==> config.mk <==
export PLATFORM = sky130hd
export DESIGN_NAME = ysyx_22050019_if_id_buf
export DESIGN_NICKNAME = d
export VERILOG_FILES = /design/src/rtl/ysyx_22050019_if_id_buf.sv
export SDC_FILE = /design/constraint.sdc
export NUM_CORES = 1
export LEC_CHECK = 0
export ABC_AREA = 1
export CAP_MARGIN = 25
export CORE_UTILIZATION = 40
export CTS_CLUSTER_SIZE = 20
export DETAILED_ROUTE_END_ITERATION = 10
export GPL_ROUTABILITY_DRIVEN = 0
export PLACE_DENSITY = 0.76
export SYNTH_ARGS = -nofsm -noshare
export SYNTH_HDL_FRONTEND = slang
export SYNTH_SLANG_ARGS = --single-unit
==> constraint.sdc <==
create_clock -name clk -period 1.6 [get_ports clk]
set_clock_uncertainty 0.05 [all_clocks]
set_input_delay 0.16 -clock clk [delete_from_list [all_inputs] [get_ports clk]]
set_output_delay 0.16 -clock clk [all_outputs]
set_load 0.01 [all_outputs]
==> src/rtl/ysyx_22050019_if_id_buf.sv <==
// rtl/ysyx_22050019_if_id_buf.sv - two-entry IF/ID elastic buffer with registered fetch stall
//
// Captures each fetched {pc, instruction} pair and presents it to decode under a
// valid/ready handshake. The stall back to fetch comes straight from the entry
// count flops, so fetch-side R-channel acceptance never sees decode's ready
// combinationally.
//
// Optional feature macro: IFID_BUBBLE_NOP_EN
//   defined     - while no entry is valid, inst_o = RESET_NOP and inst_addr_o = 0
//   not defined - inst_o / inst_addr_o always show the rd_ptr entry
//
// Ports:
//   clk, rst_n              core clock, asynchronous active-low reset
//   ifu_ok_i                fetch offers an instruction this cycle
//   inst_addr_i, inst_i     offered PC and instruction word
//   pc_stall_o              buffer full; fetch must hold its PC and offer
//   flush_i                 redirect; drops buffer contents and same-cycle push/pop
//   id_valid_o, id_ready_i  handshake toward decode
//   inst_addr_o, inst_o     head entry
//   occupancy_o             entries held (0..2)

module ysyx_22050019_if_id_buf #(
  parameter logic [31:0] RESET_NOP = 32'h00000013
) (
  input  logic        clk,
  input  logic        rst_n,
  input  logic        ifu_ok_i,
  input  logic [63:0] inst_addr_i,
  input  logic [31:0] inst_i,
  output logic        pc_stall_o,
  input  logic        flush_i,
  output logic        id_valid_o,
  input  logic        id_ready_i,
  output logic [63:0] inst_addr_o,
  output logic [31:0] inst_o,
  output logic [1:0]  occupancy_o
);

  logic [63:0] addr_q [2];
  logic [31:0] inst_q [2];
  logic        rd_ptr;
  logic        wr_ptr;
  logic [1:0]  count;
  logic        push;
  logic        pop;

  assign pc_stall_o  = (count == 2'd2);
  assign id_valid_o  = (count != 2'd0);
  assign occupancy_o = count;

  // Push is blocked by the registered stall, so count can never exceed 2;
  // pop requires a valid head, so count can never go below 0.
  assign push = ifu_ok_i && !pc_stall_o && !flush_i;
  assign pop  = id_valid_o && id_ready_i && !flush_i;

  always_ff @(posedge clk or negedge rst_n) begin
    if (!rst_n) begin
      count     <= 2'd0;
      rd_ptr    <= 1'b0;
      wr_ptr    <= 1'b0;
      addr_q[0] <= 64'd0;
      addr_q[1] <= 64'd0;
      inst_q[0] <= 32'd0;
      inst_q[1] <= 32'd0;
    end else if (flush_i) begin
      // Entry data is left in place; only the bookkeeping is cleared.
      count  <= 2'd0;
      rd_ptr <= 1'b0;
      wr_ptr <= 1'b0;
    end else begin
      if (push) begin
        addr_q[wr_ptr] <= inst_addr_i;
        inst_q[wr_ptr] <= inst_i;
        wr_ptr         <= ~wr_ptr;
      end
      if (pop) begin
        rd_ptr <= ~rd_ptr;
      end
      case ({push, pop})
        2'b10:   count <= count + 2'd1;
        2'b01:   count <= count - 2'd1;
        default: count <= count;
      endcase
    end
  end

`ifdef IFID_BUBBLE_NOP_EN
  // An empty slot looks like addi x0,x0,0 at pc 0, so decode can ignore valid.
  assign inst_o      = id_valid_o ? inst_q[rd_ptr] : RESET_NOP;
  assign inst_addr_o = id_valid_o ? addr_q[rd_ptr] : 64'd0;
`else
  assign inst_o      = inst_q[rd_ptr];
  assign inst_addr_o = addr_q[rd_ptr];
`endif

endmodule
### After elaboration in Yosys (flattened, before gate mapping)

Index checks and enable logic that the tools add are counted.

* output and inout bits: 100
* memories kept: 0
* bits in read-only memories: 0
* word-level logic and storage cells: 50
* RAM bits: 0
* bits in latches: 0
* flip-flop bits (word level): 196

* add/sub/neg operators: 2
* reductions and logical operators: 12
* bitwise gates (word level): 5
* div/mod/pow operators: 0
* order comparisons: 3
* $mul: 0
* shifts and indexed selects: 0
* mux-type cells: 18
* equality and inequality tests: 3

Operators with widths (count)
* 2-to-1 mux 64 bit: 4
* bitwise mux 128 bit: 1
* 2-to-1 mux 32 bit: 4
* bitwise mux 64 bit: 1
* demux 64 bit (select 1 bit): 1
* demux 32 bit (select 1 bit): 1
* nonzero test 2 bit: 3
* logical AND 1 bit: 5
* == test 2 bit, second input constant: 2
* >= comparator 2 bit, second input constant: 2
* 2-to-1 mux 1 bit: 4
* NOT 1 -> 2 bit: 2
* case mux 2 bit (2 select lines): 1
* NOT 1 bit: 3
* nonzero test 3 bit: 1
* adder 2 x 1 -> 2 bit, second input constant: 1
* == test 2 x 1 -> 1 bit, second input constant: 1
* zero test 1 bit: 2
* < comparator 2 x 1 -> 1 bit, second input constant: 1
* 2-to-1 mux 2 bit: 1
* AND reduction 2 bit: 1
* subtractor 2 x 1 -> 2 bit, second input constant: 1

### Depth between registers and ports, before layout

Gate-level depths: netlist of the first run.

* word-level depth: 7
* mapped depth: 9
* depth with buffers taken out: 9

### Worst setup path after synthesis of the first run

OpenSTA, ideal clock, no wires.

* path type: register to output
* start point: register rd_ptr
* end point: output port inst_addr_o[27]
* path buffers: 3
* slack: 207 ps
* arrival: 1183 ps
* stages on the path, launching flop included: 7
* cell sequence: dfrtp_1 buf_2 inv_2 buf_2 buf_1 nand2_1 nand2_1

* word-level cells in the longest chain between the ends: 4

Ends and longest elaborated chain
* start, declared: RTL line 41 `logic rd_ptr;`
* start signal, assigned: RTL line 77 `rd_ptr <= ~rd_ptr;`
* NOT 1 -> 2 bit (not written as such): RTL line 93 `assign inst_addr_o = addr_q[rd_ptr];`
* 2-to-1 mux 64 bit (not written as such) (3 in series): RTL line 93
* end, declared: RTL line 34 `output logic [63:0] inst_addr_o,`

Every way passes these cells. The select of a mux whose other input is x is not followed.

### Worst setup path after layout of the first run

* start point: register rd_ptr
* end point: output port inst_o[23]

* word-level cells in the longest chain between the ends: 4

Ends and longest elaborated chain
* NOT 1 -> 2 bit (not written as such): RTL line 92 `assign inst_o = inst_q[rd_ptr];`
* 2-to-1 mux 32 bit (not written as such) (3 in series): RTL line 92
* end, declared: RTL line 35 `output logic [31:0] inst_o,`

Every way passes these cells. The select of a mux whose other input is x is not followed.

==> results.yml, run 1 <==
die:
  die_w_um: 154
  core_area_mm2: 0.0227
  rows: 55
  io_pins: 201
  die_h_um: 154
  initial_utilization_pct: 40.9
  die_area_mm2: 0.0238
synthesis:
  synth_warnings: 0
  syn-instance-count: 1065
  synth_area_leaders: "dfrtp_1 (53%), nand2_1 (20%), o21ai_2 (13%)"
  synth_seq_cells: 196
  syn_nets: 1166
  synth.avg_cell_area_um2: 8.72
  synth.cell_area_mm2: 0.00929
  yosys.area.top_type: "dfrtp_1"
  ys_seq_area_share_pct: 52.8
  ys_types: 20
  synth_top_area_share_pct: 52.8
timing:
  setup_viol: 96
  rsz0062_at_grt: "true"
  min_period_over_period_pct: 119
  slew_viol_final: 0
  worst_pin_slew_ns: 0.516
  fin_ws_ns: -0.303
  slew_headroom_pct: 65.6
  fmax_ghz: 0.526
  fin_crit_ns: 1.90
  hold_viol: 0
place:
  portBuffers: 200
  dp_hpwl_mm: 15.6
  preCtsSetupSlack_ns: -0.161
routing:
  wire_per_inst_um: 15.8
  drtPass1Iterations: 5
  drc_errors: 0
  drtAntennaViolNets: 0
  finalWirelength_mm: 25.5
  vias: 7706
  dr.first_iter.drc_count: 396
  viasPerCell: 4.77
layout:
  syn2layout_area_growth_pct: 46.8
  layout-drive-gt1-share_pct: 40.2
  finalNetCount: 1418
  fillCellCount: 1896
  final_util_pct: 60.1
  final_cell_mix: "nand2_1 (333), dfrtp_1 (195), o21ai_2 (142)"
  final_common_cell: "nand2_1"
  n_antenna_cell: 0
min_path:
  hold_class: "in2async"
clock_network:
  clock_sink_count: 196
  path_clk_slew_ns: 0.07
  htreeDepth: 4
  cts_made_buffers: 17
  cts_buffer_depth: 2
  clockRootBuffer: "clkbuf_16"
  clock_latency_ns: 0.42
  cts_tree: "done"
worst_setup_path:
  required_ns: 1.39
  worstSetupStartpointType: "flop"
  crit_fanout: 8
  endpoint_kind: "primary output"
  max_stage_delay_ns: 0.57
  worstPathCellList: "buf_12 -> buf_12 -> buf_16 -> nand2_2 -> nand2_2 -> buf_6"
  arrival_ns: 1.69
  slowest_stage: "dfrtp_4"
  worstSetupPathType: "reg2out"
status:
  status: "finished with violations"
  failed_checks: "setup timing"
power:
  ir_drop_v: 0.000847
  p_leak_nw: 7.00
  p_per_area_mw_per_mm2: 1820
grt:
  grt_pass1_wl_mm: 39.0
  grt_start_max_net_pins: 55
  grt_util_all_layers_pct: 20.8
  grt-ovfl-total: 0
  grt_pass1_vias: 7690
  antenna_found_initial: 0
job:
  maxCapViolCount: 0
-- logic make-up (layout without fill, tap and decap cells) --
kind of cell           count (synthesis)  in the layout  synth area share [%]
AO/OA/AOI/OAI                        194            194                  16.2
AND/OR/NAND/NOR                      506            506                  20.9
flip-flops                           196            196                  52.8
buffers and inverters                169            434                  10.1
-- state kept, by name, summed over array words and instances, names as in the netlist --
name and cells:
rd_ptr 1, wr_ptr 1, inst_q 64, addr_q 128
occupancy_o 2
-- area by class of cell --
cell class	count	area (µm²)	area share (%)
flip-flops and latches	196	4910	36.0
multi-input cells	700	4060	29.7
repair buffers	295	3320	24.4
clock buffers	20	447	3.27
inverters	106	413	3.03
well taps	285	357	2.61
clock inverters	12	120	0.881
repair inverters	1	16.3	0.119
-- final timing paths --
kind,start,end,slack (ns),depth (start not counted)
min in group clk,inst_i[9],inst_q[41],0.25,3
worst min-delay path,rst_n,addr_q[92],0.22,2
worst min register to register,inst_q[18],inst_q[18],0.43,2
max in group asynchronous,rst_n,addr_q[127],0.66,3
worst max register to register,rd_ptr,rd_ptr,0.09,6
worst max-delay path,rd_ptr,inst_o[23],-0.30,6
-- power breakdown --
group          switching (mW)  internal [mW]  leakage, nW
Combinational            5.72           5.84         4.29
Sequential               1.78           7.28         2.44
Clock                    1.96           2.23        0.271
-- routing by layer --
layer	wire [µm]	GRT usage, %	up-vias
met4	272	4.62	0
met3	1250	4.43	17
li1	-	-	3794
met2	13000	36.1	206
met5	0	0	-
met1	11000	26.7	3689
-- what timing repair did --
item	4_1_cts	5_1_grt
resized for setup	472	223
setup buffers	21	4
hold endpoints to repair	44	0
endpoints found under the setup margin	100	98
cloned	14	5
pin swaps	9	44
hold buffers	1	0
-- Yosys cell counts (all sizes together) --
master / number
nand4: 1
dfrtp: 196
a21oi: 1
buf: 46
nand3: 4
nor2: 3
nor3: 2
clkbuf: 17
inv: 106
o21ai: 193
nand2: 496
-- critical path: cells and delay by family, from the launching register on --
kind          cells  cell delay, ns
flops             1            0.57
simple gates      2            0.12
buf+inv           4            0.58
-- metrics by stage --
stage               total power [mW]  instance area, µm²  setup TNS, ns  std cells  hold WS [ns]
floorplan                       13.8                9290              0       1065        -0.186
global placement                18.2               11900          -7.15       1547         0.119
detailed placement              18.5               11900          -9.12       1547         0.122
CTS                             23.1               12900         -25.16       1614         0.217
global route                    26.4               13600         -27.06       1615         0.232
finish                          24.8               13600         -21.51       1615         0.219
Note: power is estimated with default switching activity, not from simulation.
==> run 2: changes to the inputs <==
Settings changed: CTS_BUF_LIST set to sky130_fd_sc_hd__clkbuf_8, SLEW_MARGIN set to 5.
==> run 2 against run 1 <==
  * The flow still finishes with violations (setup timing)
  * Register-to-register slack is essentially flat
  * Critical path depth is the same
  * Die area is the same
  * Sequential share of layout area grew 0.33 points
  * Sequential cell count is the same
  * Largest power group unchanged
  * Clock power shrank 25%
  * Count of clock-buffer cells in the layout shrank 2
  * Maximum frequency shrank 2.1%
==> results.yml, run 2 (synthesis gave the netlist of run 1 again) <==
power:
  ir_drop_v: 0.000845
  combPwrFrac_pct: 48.9
  p_per_area_mw_per_mm2: 1760
  switchingPower_mw: 9.36
  p_int_mw: 14.5
  p_sw_share_pct: 39.3
  power_frac_clock_pct: 13.1
  pwr-share-seq_pct: 37.9
  p_leak_nw: 6.96
grt:
  grt_util_all_layers_pct: 20.8
  grt-ovfl-total: 0
  gr-usage-met1_pct: 26.6
  antenna_found_initial: 0
  globalRouteMet3Util_pct: 4.23
  grt_pass1_wl_mm: 38.9
  grt_start_max_net_pins: 55
  use_met2_pct: 36.2
  grt_busiest_layer: "met2"
  grt_pass1_vias: 7682
clock_network:
  cts_buffer_depth: 2
  clock_latency_ns: 0.45
  clock_sink_count: 196
  cts_tree: "done"
  htreeDepth: 4
  path_clk_slew_ns: 0.10
  cts_made_buffers: 17
  clockRootBuffer: "clkbuf_8"
timing:
  slew_headroom_pct: 66.0
  fin_hold_ws_ns: 0.185
  fin_tns_setup_ns: -26.14
  setup_viol: 96
  hold_viol: 0
  rsz0062_at_grt: "true"
  fin_ws_ns: -0.343
  fmax_ghz: 0.515
  worst_pin_slew_ns: 0.511
  fin_crit_ns: 1.94
  slew_viol_final: 0
  min_period_over_period_pct: 121
routing:
  vias: 7722
  wire_per_inst_um: 15.7
  drtAntennaViolNets: 0
  drc_errors: 0
  finalWirelength_mm: 25.4
  drtPass1Iterations: 5
  viasPerCell: 4.78
  dr.first_iter.drc_count: 391
die:
  die_area_mm2: 0.0238
  die_w_um: 154
  initial_utilization_pct: 40.9
  core_area_mm2: 0.0227
  rows: 55
  die_h_um: 154
  io_pins: 201
layout:
  top_register: "addr_q"
  largest_register_ffs: 128
  final_cell_mix: "nand2_1 (333), dfrtp_1 (195), o21ai_2 (142)"
  n_antenna_cell: 0
  final_common_cell: "nand2_1"
  finalNetCount: 1420
  syn2layout_area_growth_pct: 45.5
  layout-drive-gt1-share_pct: 40.3
worst_setup_path:
  r2r_setup_slack_ns: 0.09
  r2r_start: "rd_ptr"
  worstSetupPathType: "reg2out"
  crit_fanout: 8
  endpoint: "inst_o[23]"
  worstSetupStartpointType: "flop"
  endpoint_kind: "primary output"
  rr_worst_depth: 6
  crit_start: "rd_ptr"
  rr_endpoint: "rd_ptr"
  arrival_ns: 1.73
  required_ns: 1.39
status:
  status: "finished with violations"
  failed_checks: "setup timing"
place:
  dp_hpwl_mm: 15.6
  portBuffers: 200
min_path:
  hold_class: "in2async"
job:
  maxCapViolCount: 0
run 2: metal layers:
| metal | up-vias | routed length (µm) |
|---|---|---|
| met5 | - | 0 |
| met1 | 3689 | 10900 |
| met3 | 27 | 1370 |
| met2 | 211 | 12900 |
| li1 | 3795 | - |
| met4 | 0 | 291 |
run 2: cell type report:
cell class                      instances  area [µm²]
Tap cell                              285         357
Clock inverter                         14         128
Multi-Input combinational cell        700        4070
Timing Repair Buffer                  297        3370
Timing Repair inverter                  1        16.3
Inverter                              106         413
Sequential cell                       196        4910
Clock buffer                           18         248
Fill cell                            1909        9190
run 2: how the worst min path moves through the flow:
stage	end	cells past startpoint
5_1_grt	addr_q[92]	2
4_1_cts	addr_q[92]	2
3_5_place_dp	addr_q[92]	1
6_report	addr_q[92]	2
3_3_place_gp	addr_q[23]	1
2_1_floorplan	addr_q[0]	0
run 2: critical path, cell delays in order, from the launching register on:
cell,delay [ns]
dfrtp_4,0.58
buf_12,0.18
buf_12,0.13
buf_16,0.15
nand2_2,0.07
nand2_2,0.05
buf_6,0.12
run 2: through the flow:
stage	total power, mW	utilization [%]	area [µm²]	instances	setup WS, ns
CTS	22.0	55.9	12700	1614	-0.440
finish	23.8	59.5	13500	1617	-0.343
global placement	18.2	52.4	11900	1547	-0.130
detailed placement	18.5	52.4	11900	1547	-0.161
floorplan	13.8	-	9290	1065	0.207
global route	25.4	59.5	13500	1617	-0.407
run 2: power by group through the flow:
stage / Sequential, mW / Combinational (mW) / Clock, mW
floorplan: 8.27 / 5.53 / 0
global placement: 8.53 / 9.69 / 0
detailed placement: 8.64 / 9.90 / 0
CTS: 8.68 / 10.1 / 3.22
global route: 9.34 / 12.7 / 3.42
finish: 9.04 / 11.7 / 3.14
run 2: repair_timing:
item	4_1_cts	5_1_grt
hold buffers	1	0
pin swaps	9	43
buffers inserted	21	5
endpoints found under the setup margin	100	99
endpoints found under the hold margin	111	0
gates cloned	14	6
resized for setup	472	234
==> run 3: changes to the inputs <==
Settings changed: CORE_ASPECT_RATIO set to 1.1, DONT_BUFFER_PORTS set to 1, PLACE_DENSITY 0.76 to 0.65, SKIP_CTS_REPAIR_TIMING set to 1.
==> run 3 against run 2 <==
  * The run ends with hold timing, setup timing left
  * Die area is essentially flat
  * First-iteration DRC count shrank 32%
  * Total power shrank 18%
  * Sequential cell count is the same
  * Final cell count shrank 9.4%
  * Via count shrank 11%
  * Clock power grew 12%
  * Worst setup slack gained 0.19 ns
  * Sequential share of layout area grew 6.8 points
  * Core utilization shrank 9.7 points
  * Global-route usage shrank 4.3 points
  * Maximum frequency grew 11%
  * Critical endpoint unchanged
  * Highest routed layer unchanged
==> results.yml, run 3 (synthesis gave the netlist of run 1 again) <==
clock_network:
  clockRootBuffer: "clkbuf_8"
  clock_sink_count: 196
  path_clk_slew_ns: 0.11
  cts_buffer_depth: 2
  clock_latency_ns: 0.46
  htreeDepth: 4
  cts_tree: "done"
  cts_made_buffers: 17
die:
  die_h_um: 162
  core_area_mm2: 0.0229
  initial_utilization_pct: 40.6
  rows: 58
  die_area_mm2: 0.0238
  io_pins: 201
  die_w_um: 147
power:
  p_leak_nw: 5.79
  total_power_mw: 19.6
  p_per_area_mw_per_mm2: 1720
  ir_drop_v: 0.000728
timing:
  min_period_over_period_pct: 110
  fmax_ghz: 0.571
  setup_viol: 96
  fin_ws_ns: -0.152
  fin_crit_ns: 1.75
  worst_pin_slew_ns: 0.264
  slew_viol_final: 0
  rsz0062_at_grt: "true"
  fin_hold_ws_ns: -0.662
  slew_headroom_pct: 82.4
  hold_viol: 196
grt:
  antenna_found_initial: 0
  use_met2_pct: 26.6
  gr-usage-met1_pct: 20.9
  grt_util_all_layers_pct: 16.5
  grt_pass1_vias: 6141
  grt_pass1_wl_mm: 31.4
  grt-ovfl-total: 0
  grt_start_max_net_pins: 197
  globalRouteMet3Util_pct: 5.42
  grt_busiest_layer: "met2"
layout:
  fin_cells: 1465
  final_util_pct: 49.8
  top_register: "addr_q"
  final_cell_mix: "nand2_1 (414), dfrtp_1 (195), o21ai_2 (142)"
  fillCellCount: 2160
  largest_register_ffs: 128
  layout-drive-gt1-share_pct: 25.2
  final_common_cell: "nand2_1"
  finalNetCount: 1253
  syn2layout_area_growth_pct: 22.6
  n_antenna_cell: 0
place:
  portBuffers: 0
  dp_hpwl_mm: 12.1
  preCtsSetupSlack_ns: 0.142
  dp_cells: 1324
routing:
  dr.first_iter.drc_count: 267
  finalWirelength_mm: 21.6
  drtAntennaViolNets: 0
  viasPerCell: 4.67
  drtPass1Iterations: 5
  drc_errors: 0
  vias: 6835
  wire_per_inst_um: 14.8
worst_setup_path:
  worstSetupPathType: "reg2out"
  crit_fanout: 12
  required_ns: 1.39
  endpoint_kind: "primary output"
  worstSetupStartpointType: "flop"
  arrival_ns: 1.54
status:
  failed_checks: "hold timing, setup timing"
  status: "finished with violations"
job:
  maxCapViolCount: 0
min_path:
  hold_class: "in2async"
[run 3: final timing paths]
kind / from / endpoint / slack, ns / cells after the start
max: rd_ptr / inst_o[23] / -0.15 / 4
min: rst_n / addr_q[72] / -0.66 / 0
max reg2reg: occupancy_o[0] / addr_q[107] / 0.15 / 8
min reg2reg: addr_q[0] / addr_q[0] / 0.44 / 2
max in group asynchronous: rst_n / inst_q[39] / 1.93 / 0
min in group clk: inst_i[13] / inst_q[45] / 0.35 / 3
[run 3: final cells by class]
class                           count  area (µm²)  area share (%)
Clock buffer                       19         262            2.30
Clock inverter                     13         171            1.51
Inverter                          106         413            3.63
Multi-Input combinational cell    700        3650            32.1
Sequential cell                   196        4910            43.1
Tap cell                          300         375            3.30
Timing Repair Buffer              130        1600            14.0
Timing Repair inverter              1        8.76          0.0769
[run 3: layer usage]
layer,routed length [µm],vias up
li1,-,3443
met1,9600,3225
met4,279,0
met5,0,-
met2,10600,151
met3,1160,16
[run 3: metrics by stage]
| step | TNS [ns] | instance area, µm² |
|---|---|---|
| final | -11.39 | 11400 |
| after global routing | -20.05 | 11400 |
| after CTS | -25.22 | 9960 |
| after detailed placement | 0 | 9520 |
| after global placement | 0 | 9520 |
| after floorplan | 0 | 9290 |
[run 3: power breakdown]
group,total (mW),switching [mW],internal (mW)
clock,3.53,1.87,1.66
sequential,8.49,1.24,7.25
combinational,7.54,4.63,2.91
total,19.6,7.73,11.8
[run 3: critical path: stages, from the launching register on]
cell	delay, ns
dfrtp_4	0.59
clkinv_8	0.12
buf_6	0.18
nand2_1	0.07
nand2_1	0.12
